## config.mk

```make
export PLATFORM = sky130hd
export DESIGN_NAME = rf_dump_reader_flat
export DESIGN_NICKNAME = d
export VERILOG_FILES = /design/src/rtl/rf_dump_reader_if.sv /design/src/rtl/rf_dump_reader.sv /design/src/flat_wrapper.sv
export SDC_FILE = /design/constraint.sdc
export NUM_CORES = 1
export LEC_CHECK = 0
export BUFFER_PORTS_ARGS = -buffer_cell sky130_fd_sc_hd__buf_2
export CORE_ASPECT_RATIO = 1.25
export CORE_MARGIN = 1.5
export CORE_UTILIZATION = 30
export CTS_CLUSTER_SIZE = 8
export DETAILED_ROUTE_END_ITERATION = 12
export HOLD_SLACK_MARGIN = 0.02
export SKIP_CTS_REPAIR_TIMING = 1
export SLEW_MARGIN = 30
export SYNTH_ARGS = -nofsm -noshare
export SYNTH_HDL_FRONTEND = slang
export SYNTH_SLANG_ARGS = --single-unit
```

## constraint.sdc

```tcl
create_clock -name clk -period 4.5 [get_ports clk]
set_input_delay 0.45 -clock clk [delete_from_list [all_inputs] [get_ports clk]]
set_output_delay 0.45 -clock clk [all_outputs]
set_load 0.05 [all_outputs]
```

## src/rtl/rf_dump_reader_if.sv

```systemverilog
// Debug dump bus: regfile read port, start/abort control and the {addr, data} word stream.
// Latency: none, this is wiring only.
// Backpressure: out_valid/out_ready handshake; a word transfers when both are high.
// Ports: master = dump engine side, slave = regfile + debug consumer side.
interface rf_dump_reader_if #(
    parameter int ADDR_W = 5,
    parameter int DATA_W = 32
);
    logic              start;
    logic              abort;
    logic [ADDR_W-1:0] rd_addr;
    logic [DATA_W-1:0] rd_data;
    logic              busy;
    logic              out_valid;
    logic              out_ready;
    logic [ADDR_W-1:0] out_addr;
    logic [DATA_W-1:0] out_data;
    logic              done;

    modport master (
        input  start, abort, rd_data, out_ready,
        output rd_addr, busy, out_valid, out_addr, out_data, done
    );

    modport slave (
        output start, abort, rd_data, out_ready,
        input  rd_addr, busy, out_valid, out_addr, out_data, done
    );
endinterface

```

## src/rtl/rf_dump_reader.sv

```systemverilog
// Register file dump engine: walks FIRST_REG..LAST_REG and streams {addr, data} words.
// Latency: first word valid 2 cycles after start is driven, 2 cycles per word with ready tied high.
// Backpressure: word held stable in SEND until out_ready; abort discards it regardless of ready.
// Ports: clk, rst (async active-low), bus (master modport of rf_dump_reader_if).
module rf_dump_reader #(
    parameter int ADDR_W    = 5,
    parameter int DATA_W    = 32,
    parameter int FIRST_REG = 0,
    parameter int LAST_REG  = 31
) (
    input  logic              clk,
    input  logic              rst,
    rf_dump_reader_if.master  bus
);

    localparam logic [1:0] S_IDLE = 2'd0;
    localparam logic [1:0] S_READ = 2'd1;
    localparam logic [1:0] S_SEND = 2'd2;
    localparam logic [1:0] S_DONE = 2'd3;

    localparam logic [ADDR_W-1:0] FIRST_A = ADDR_W'(FIRST_REG);
    localparam logic [ADDR_W-1:0] LAST_A  = ADDR_W'(LAST_REG);

    logic [1:0]        state_q, state_d;
    logic [ADDR_W-1:0] cnt_q,   cnt_d;
    logic [ADDR_W-1:0] addr_q,  addr_d;
    logic [DATA_W-1:0] data_q,  data_d;

    always_comb begin
        state_d = state_q;
        cnt_d   = cnt_q;
        addr_d  = addr_q;
        data_d  = data_q;
        case (state_q)
            S_IDLE: begin
                // abort is meaningless here, so start always wins
                if (bus.start) begin
                    state_d = S_READ;
                    cnt_d   = FIRST_A;
                end
            end
            S_READ: begin
                if (bus.abort) begin
                    state_d = S_IDLE;
                end else begin
                    addr_d  = cnt_q;
                    data_d  = bus.rd_data;
                    state_d = S_SEND;
                end
            end
            S_SEND: begin
                // abort outranks a same-cycle handshake: the word is dropped
                if (bus.abort) begin
                    state_d = S_IDLE;
                end else if (bus.out_ready) begin
                    // compare before incrementing so the counter can never wrap
                    if (cnt_q == LAST_A) begin
                        state_d = S_DONE;
                    end else begin
                        cnt_d   = cnt_q + 1'b1;
                        state_d = S_READ;
                    end
                end
            end
            default: begin
                // DONE always completes its pulse, abort or not
                state_d = S_IDLE;
            end
        endcase
    end

    always_ff @(posedge clk or negedge rst) begin
        if (!rst) begin
            state_q <= S_IDLE;
            cnt_q   <= '0;
            addr_q  <= '0;
            data_q  <= '0;
        end else begin
            state_q <= state_d;
            cnt_q   <= cnt_d;
            addr_q  <= addr_d;
            data_q  <= data_d;
        end
    end

    // Counter only moves on start or increment, so rd_addr holds its last value outside READ
    assign bus.rd_addr   = cnt_q;
    assign bus.busy      = (state_q != S_IDLE);
    assign bus.out_valid = (state_q == S_SEND);
    assign bus.done      = (state_q == S_DONE);
    assign bus.out_addr  = addr_q;
    assign bus.out_data  = data_q;

endmodule

```

## src/flat_wrapper.sv

```systemverilog
// flat-port wrapper written by rule: the top's interface ports become plain ports
module rf_dump_reader_flat 
#(
    parameter int ADDR_W    = 5,
    parameter int DATA_W    = 32,
    parameter int FIRST_REG = 0,
    parameter int LAST_REG  = 31
)
  (clk, rst, bus_start, bus_abort, bus_rd_data, bus_out_ready, bus_rd_addr, bus_busy, bus_out_valid, bus_out_addr, bus_out_data, bus_done);
  rf_dump_reader_if #(.ADDR_W(ADDR_W), .DATA_W(DATA_W)) bus_i ();
  input  logic clk;
  input  logic rst;
  input wire logic [$bits(bus_i.start)-1:0] bus_start;
  input wire logic [$bits(bus_i.abort)-1:0] bus_abort;
  input wire logic [$bits(bus_i.rd_data)-1:0] bus_rd_data;
  input wire logic [$bits(bus_i.out_ready)-1:0] bus_out_ready;
  output wire logic [$bits(bus_i.rd_addr)-1:0] bus_rd_addr;
  output wire logic [$bits(bus_i.busy)-1:0] bus_busy;
  output wire logic [$bits(bus_i.out_valid)-1:0] bus_out_valid;
  output wire logic [$bits(bus_i.out_addr)-1:0] bus_out_addr;
  output wire logic [$bits(bus_i.out_data)-1:0] bus_out_data;
  output wire logic [$bits(bus_i.done)-1:0] bus_done;
  assign bus_i.start = bus_start;
  assign bus_i.abort = bus_abort;
  assign bus_i.rd_data = bus_rd_data;
  assign bus_i.out_ready = bus_out_ready;
  assign bus_rd_addr = bus_i.rd_addr;
  assign bus_busy = bus_i.busy;
  assign bus_out_valid = bus_i.out_valid;
  assign bus_out_addr = bus_i.out_addr;
  assign bus_out_data = bus_i.out_data;
  assign bus_done = bus_i.done;
  rf_dump_reader #(.ADDR_W(ADDR_W), .DATA_W(DATA_W), .FIRST_REG(FIRST_REG), .LAST_REG(LAST_REG)) u_core (.clk(clk), .rst(rst), .bus(bus_i));
endmodule
```

# Yosys cells after proc, flatten, opt, wreduce, memory -nomap -nowiden
# Cells that the tools add are included.
[word_totals] ram_bits=0 rom_bits=0 input_bits=37 reg_bits=44 out_inout_bits=45 memories=0 word_cells=32 latch_bits=0
[op_classes] div=0 n_addsub=1 eq_ne=9 n_reduce_logical=6 shift=0 n_lt_le_gt_ge=0 bitwise_logic=1 n_mux=11 mul=0
[ops] op="$mux 5" count=4
[ops] op="$mux 2" count=5
[ops] op="$pmux 5 s2" count=1
[ops] op="$ne 2x2->1 const B" count=4
[ops] op="$pmux 2 s3" count=1
[ops] op="$add 5x1->5 const B" count=1
[ops] op="$eq 5x5->1 const B" count=1
[ops] op="$reduce_and 5->1" count=1
[ops] op="$eq 2x2->1 const B" count=2
[ops] op="$reduce_and 2->1" count=2
[ops] op="$reduce_bool 2->1" count=2
[ops] op="$ne 3x3->1 const B" count=1
[ops] op="$eq 2x1->1 const B" count=1
[ops] op="$logic_not 2->1" count=1
[ops] op="$not 1->1" count=1

# Depth between registers and ports, before layout
[logic_depth] depth_word=5 mapped_depth=6 mapped_depth_nobuf=6

# Worst setup path after synthesis
# No wires, ideal clock.
[synth_path] path_kind="flip-flop to flip-flop" start="register u_core.cnt_q[0], in the netlist u_core.bus.rd_addr[0]" end="register u_core.cnt_q[2], in the netlist u_core.bus.rd_addr[2]" setup_slack_ps=2395 setup_time_ps=126 stages_incl_launch_ff=7 required_time_ps=4374 t_arrival_ps=1979 synth_period_minus_slack_ps=2105 cell_sequence="dfrtp_1 > ha_1 > and3_1 > ha_1 > nand4bb_4 > a21o_1 > a221o_1"
[synth_between] elab_chain_cells=5
[synth_lines] item="from (decl)" line_no="rf_dump_reader.sv:25" rtl="logic [ADDR_W-1:0] cnt_q, cnt_d;"
[synth_lines] item="from (signal assigned)" line_no="rf_dump_reader.sv:80" rtl="cnt_q <= cnt_d;"
[synth_lines] item="$add 5x1->5" line_no="rf_dump_reader.sv:60" rtl="cnt_d = cnt_q + 1'b1;"
[synth_lines] item="$mux 5" line_no="rf_dump_reader.sv:57" rtl="if (cnt_q == LAST_A) begin"
[synth_lines] item="$mux 5" line_no="rf_dump_reader.sv:55" rtl="end else if (bus.out_ready) begin"
[synth_lines] item="$mux 5" line_no="rf_dump_reader.sv:53" rtl="if (bus.abort) begin"
[synth_lines] item="$pmux 5 s2" line_no="rf_dump_reader.sv:34" rtl="case (state_q)"
# Parallel ways exist; a longest one is shown, timed or not. The select of a mux whose other input is x is not followed.
# A chain may end at the register's enable or synchronous reset.

# Final worst setup path
# Same ends and word-level chain as after synthesis.

==> run summary <==
=====================================================================================
Outcome                                                                  finished, final reports clean
Data required time at the worst endpoint                                      4.68 ns
Remaining max-slew budget at the tightest pin                                   44.4%
Die outline width                                                             74.8 um
Half-perimeter wire length after detailed placement                           2680 um
Routed Wire Length                                                            3760 um
TritonCTS Buffers                                                                   5
Fin crit period                                                               1.96 ns
Grt ovf                                                                             0
IR Drop Worst-Case VDD                                                       0.215 mV
Worst setup slack after layout                                                2.54 ns
Most used cells in the layout excluding fill and tap cells               sky130_fd_sc_hd__buf_2 (80), sky130_fd_sc_hd__dfrtp_1 (44), sky130_fd_sc_hd__mux2_4 (30)
Maximum level of the CTS H-tree                                                     2
LEAKAGE                                                                       1.28 nW
Aggregate negative setup slack                                                   0 ns
Unrepaired setup endpoints after global routing                                 false
Vert. Die Dim                                                                 92.8 um
Clock buffer depth                                                                  2
Number of global-route vias before repair                                       1,229
TritonCTS clock tree                                                              yes
Worst slack after detailed placement                                          2.56 ns
Hold violation total from the final report                                          0
Total power per unit cell area                                            615 nW/um^2
Category of the worst setup path capture point                                   flop
Post-synthesis cell type count                                                     24
Antenna violations before repair                                                    0
Most frequent standard cell in the layout excluding fill and tap cells   sky130_fd_sc_hd__buf_2
Fin Clk Skew                                                               0.00335 ns
Fin crit share                                                                  43.6%
Syn nets                                                                          151
Post-Syn Area per Cell                                                      17.3 um^2
Worst-path fanout max                                                               5
Routed length per instance                                                    13.3 um
Largest net degree at the start of global routing                                  45
Worst-path clk slew                                                           0.08 ns
Total inserted antenna cells                                                        0
Transition time at the pin with the least slew margin                        0.834 ns
Initial core utilization                                                        31.2%
IO Pins                                                                            82
Routed Antenna Nets                                                                 0
Core Region                                                                 6210 um^2
Number of warnings issued by yosys                                                  0
Count of cells along the worst register-to-register path                            6
Final number of max-transition violations                                           0
Worst min-delay path class                                               primary input to async pin
GPL Wtd Cong                                                                    0.737
All-layer global routing usage                                                  11.5%
Drt pass-1 iters                                                                    4
Syn Inst Count                                                                    112
Initial DRC Count                                                                  30
Synthesized area                                                            1940 um^2
Vias per Instance                                                                4.20
Nets                                                                              236
Clk sink count                                                                     44
Clock latency on the worst-skew pair                                          0.29 ns
Remaining routing DRC violations                                                    0
Global-route wire length before repair                                        6000 um
Max_cap viols                                                                       0
Area added between synthesis and finish                                         28.2%
Via Count                                                                       1,188
Startpoint kind of the worst setup timing path                                   flop
Cell at the root of the clock tree                                       sky130_fd_sc_hd__clkbuf_8
Final setup viols                                                                   0
Die footprint                                                               6950 um^2
Fraction of the yosys area taken by sequential cells                            56.9%
Worst EP arrival                                                              2.14 ns
Flip-flop and latch count after synthesis                                          44
Fillers                                                                           595
Std-Cell Rows                                                                      32
Path type of the worst setup path                                        flop to flop
Max Freq                                                                      509 MHz
Fraction of final layout cells sized beyond drive strength 1                    67.2%
Count of port buffers added during placement                                       81
=====================================================================================
[stage by stage]
stage               power (mW)  instance area, um^2  util (%)  cells  hold slack (ns)
floorplan                 1.13                 1940         -    112            0.154
global placement          1.28                 2390      38.5    275            0.487
detailed placement        1.29                 2390      38.5    275            0.482
CTS                       1.55                 2480      40.0    283            0.157
global route              1.60                 2480      40.0    283            0.187
finish                    1.53                 2480      40.0    283            0.138
[area by class of cell]
class                      count  area, um^2  share of cell area, %
timing repair buffer          81         408                   16.4
clock buffer                   6        82.6                   3.33
sequential                    44        1100                   44.4
inverter                       1        3.75                  0.151
clock inverter                 2        10.0                  0.403
tap                           85         106                   4.28
multi-input combinational     64         771                   31.0
[cell families after synthesis]
family,Yosys count,share of synthesized area [%]
AND/OR/NAND/NOR,16,7.37
flip-flops,44,56.9
adder cells (fa/ha/maj),2,1.29
AO/OA/AOI/OAI,8,3.23
buffers and inverters,4,3.30
multiplexers,38,27.9
[worst paths after layout]
kind / end / slack, ns / startpoint
max reg2reg: u_core.bus.rd_addr[2] / 2.54 / u_core.bus.rd_addr[0]
max: u_core.bus.rd_addr[2] / 2.54 / u_core.bus.rd_addr[0]
min: u_core.bus.out_data[6] / 0.14 / rst
max in group asynchronous: u_core.bus.out_data[12] / 3.99 / rst
min in group clk: u_core.bus.out_data[3] / 0.39 / bus_rd_data[3]
min reg2reg: u_core.bus.out_data[3] / 0.50 / u_core.bus.out_data[3]
[flip-flops by register name (all words and copies together), names as in the netlist]
| name | cells |
|---|---|
| u_core.bus.out_data | 32 |
| u_core.bus.out_addr | 5 |
| u_core.bus.rd_addr | 5 |
| u_core.state_q | 2 |
[power by group]
part / switching (mW) / total, mW / internal (mW)
combinational: 0.492 / 0.716 / 0.224
sequential: 0.0579 / 0.559 / 0.501
clock: 0.129 / 0.251 / 0.123
[synth_stat cells (all sizes together)]
library cell	n	area share, %
or2	1	0.32
nand4bb	2	2.0
dfrtp	44	57
a221o	2	1.0
buf	3	3.1
a21oi	2	0.52
and2	2	0.65
nor4	1	0.32
nor2b	2	0.65
and3	1	0.32
ha	2	1.3
o21ai	1	0.26
a22o	2	1.0
inv	1	0.19
nand2b	2	1.0
nor2	3	1.4
a21o	1	0.39
mux2	38	28
nand3	1	0.26
nand3b	1	0.39
[per-layer routing]
layer / GRT usage [%] / vias up / wire, um
met3: 4.13 / 4 / 214
met4: 4.09 / 0 / 40
met1: 14.0 / 565 / 1610
li1: - / 570 / -
met2: 18.6 / 49 / 1890
met5: 0 / - / 0
[worst max-delay path, cell delays in order, from the launching register on]
cell and delay (ns):
sky130_fd_sc_hd__dfrtp_1 0.43, sky130_fd_sc_hd__ha_1 0.25, sky130_fd_sc_hd__and3_1 0.19, sky130_fd_sc_hd__ha_1 0.18, sky130_fd_sc_hd__nand4bb_4 0.21, sky130_fd_sc_hd__a21o_1 0.23, sky130_fd_sc_hd__a221o_1 0.36
Power figures use the tool's default switching activity.
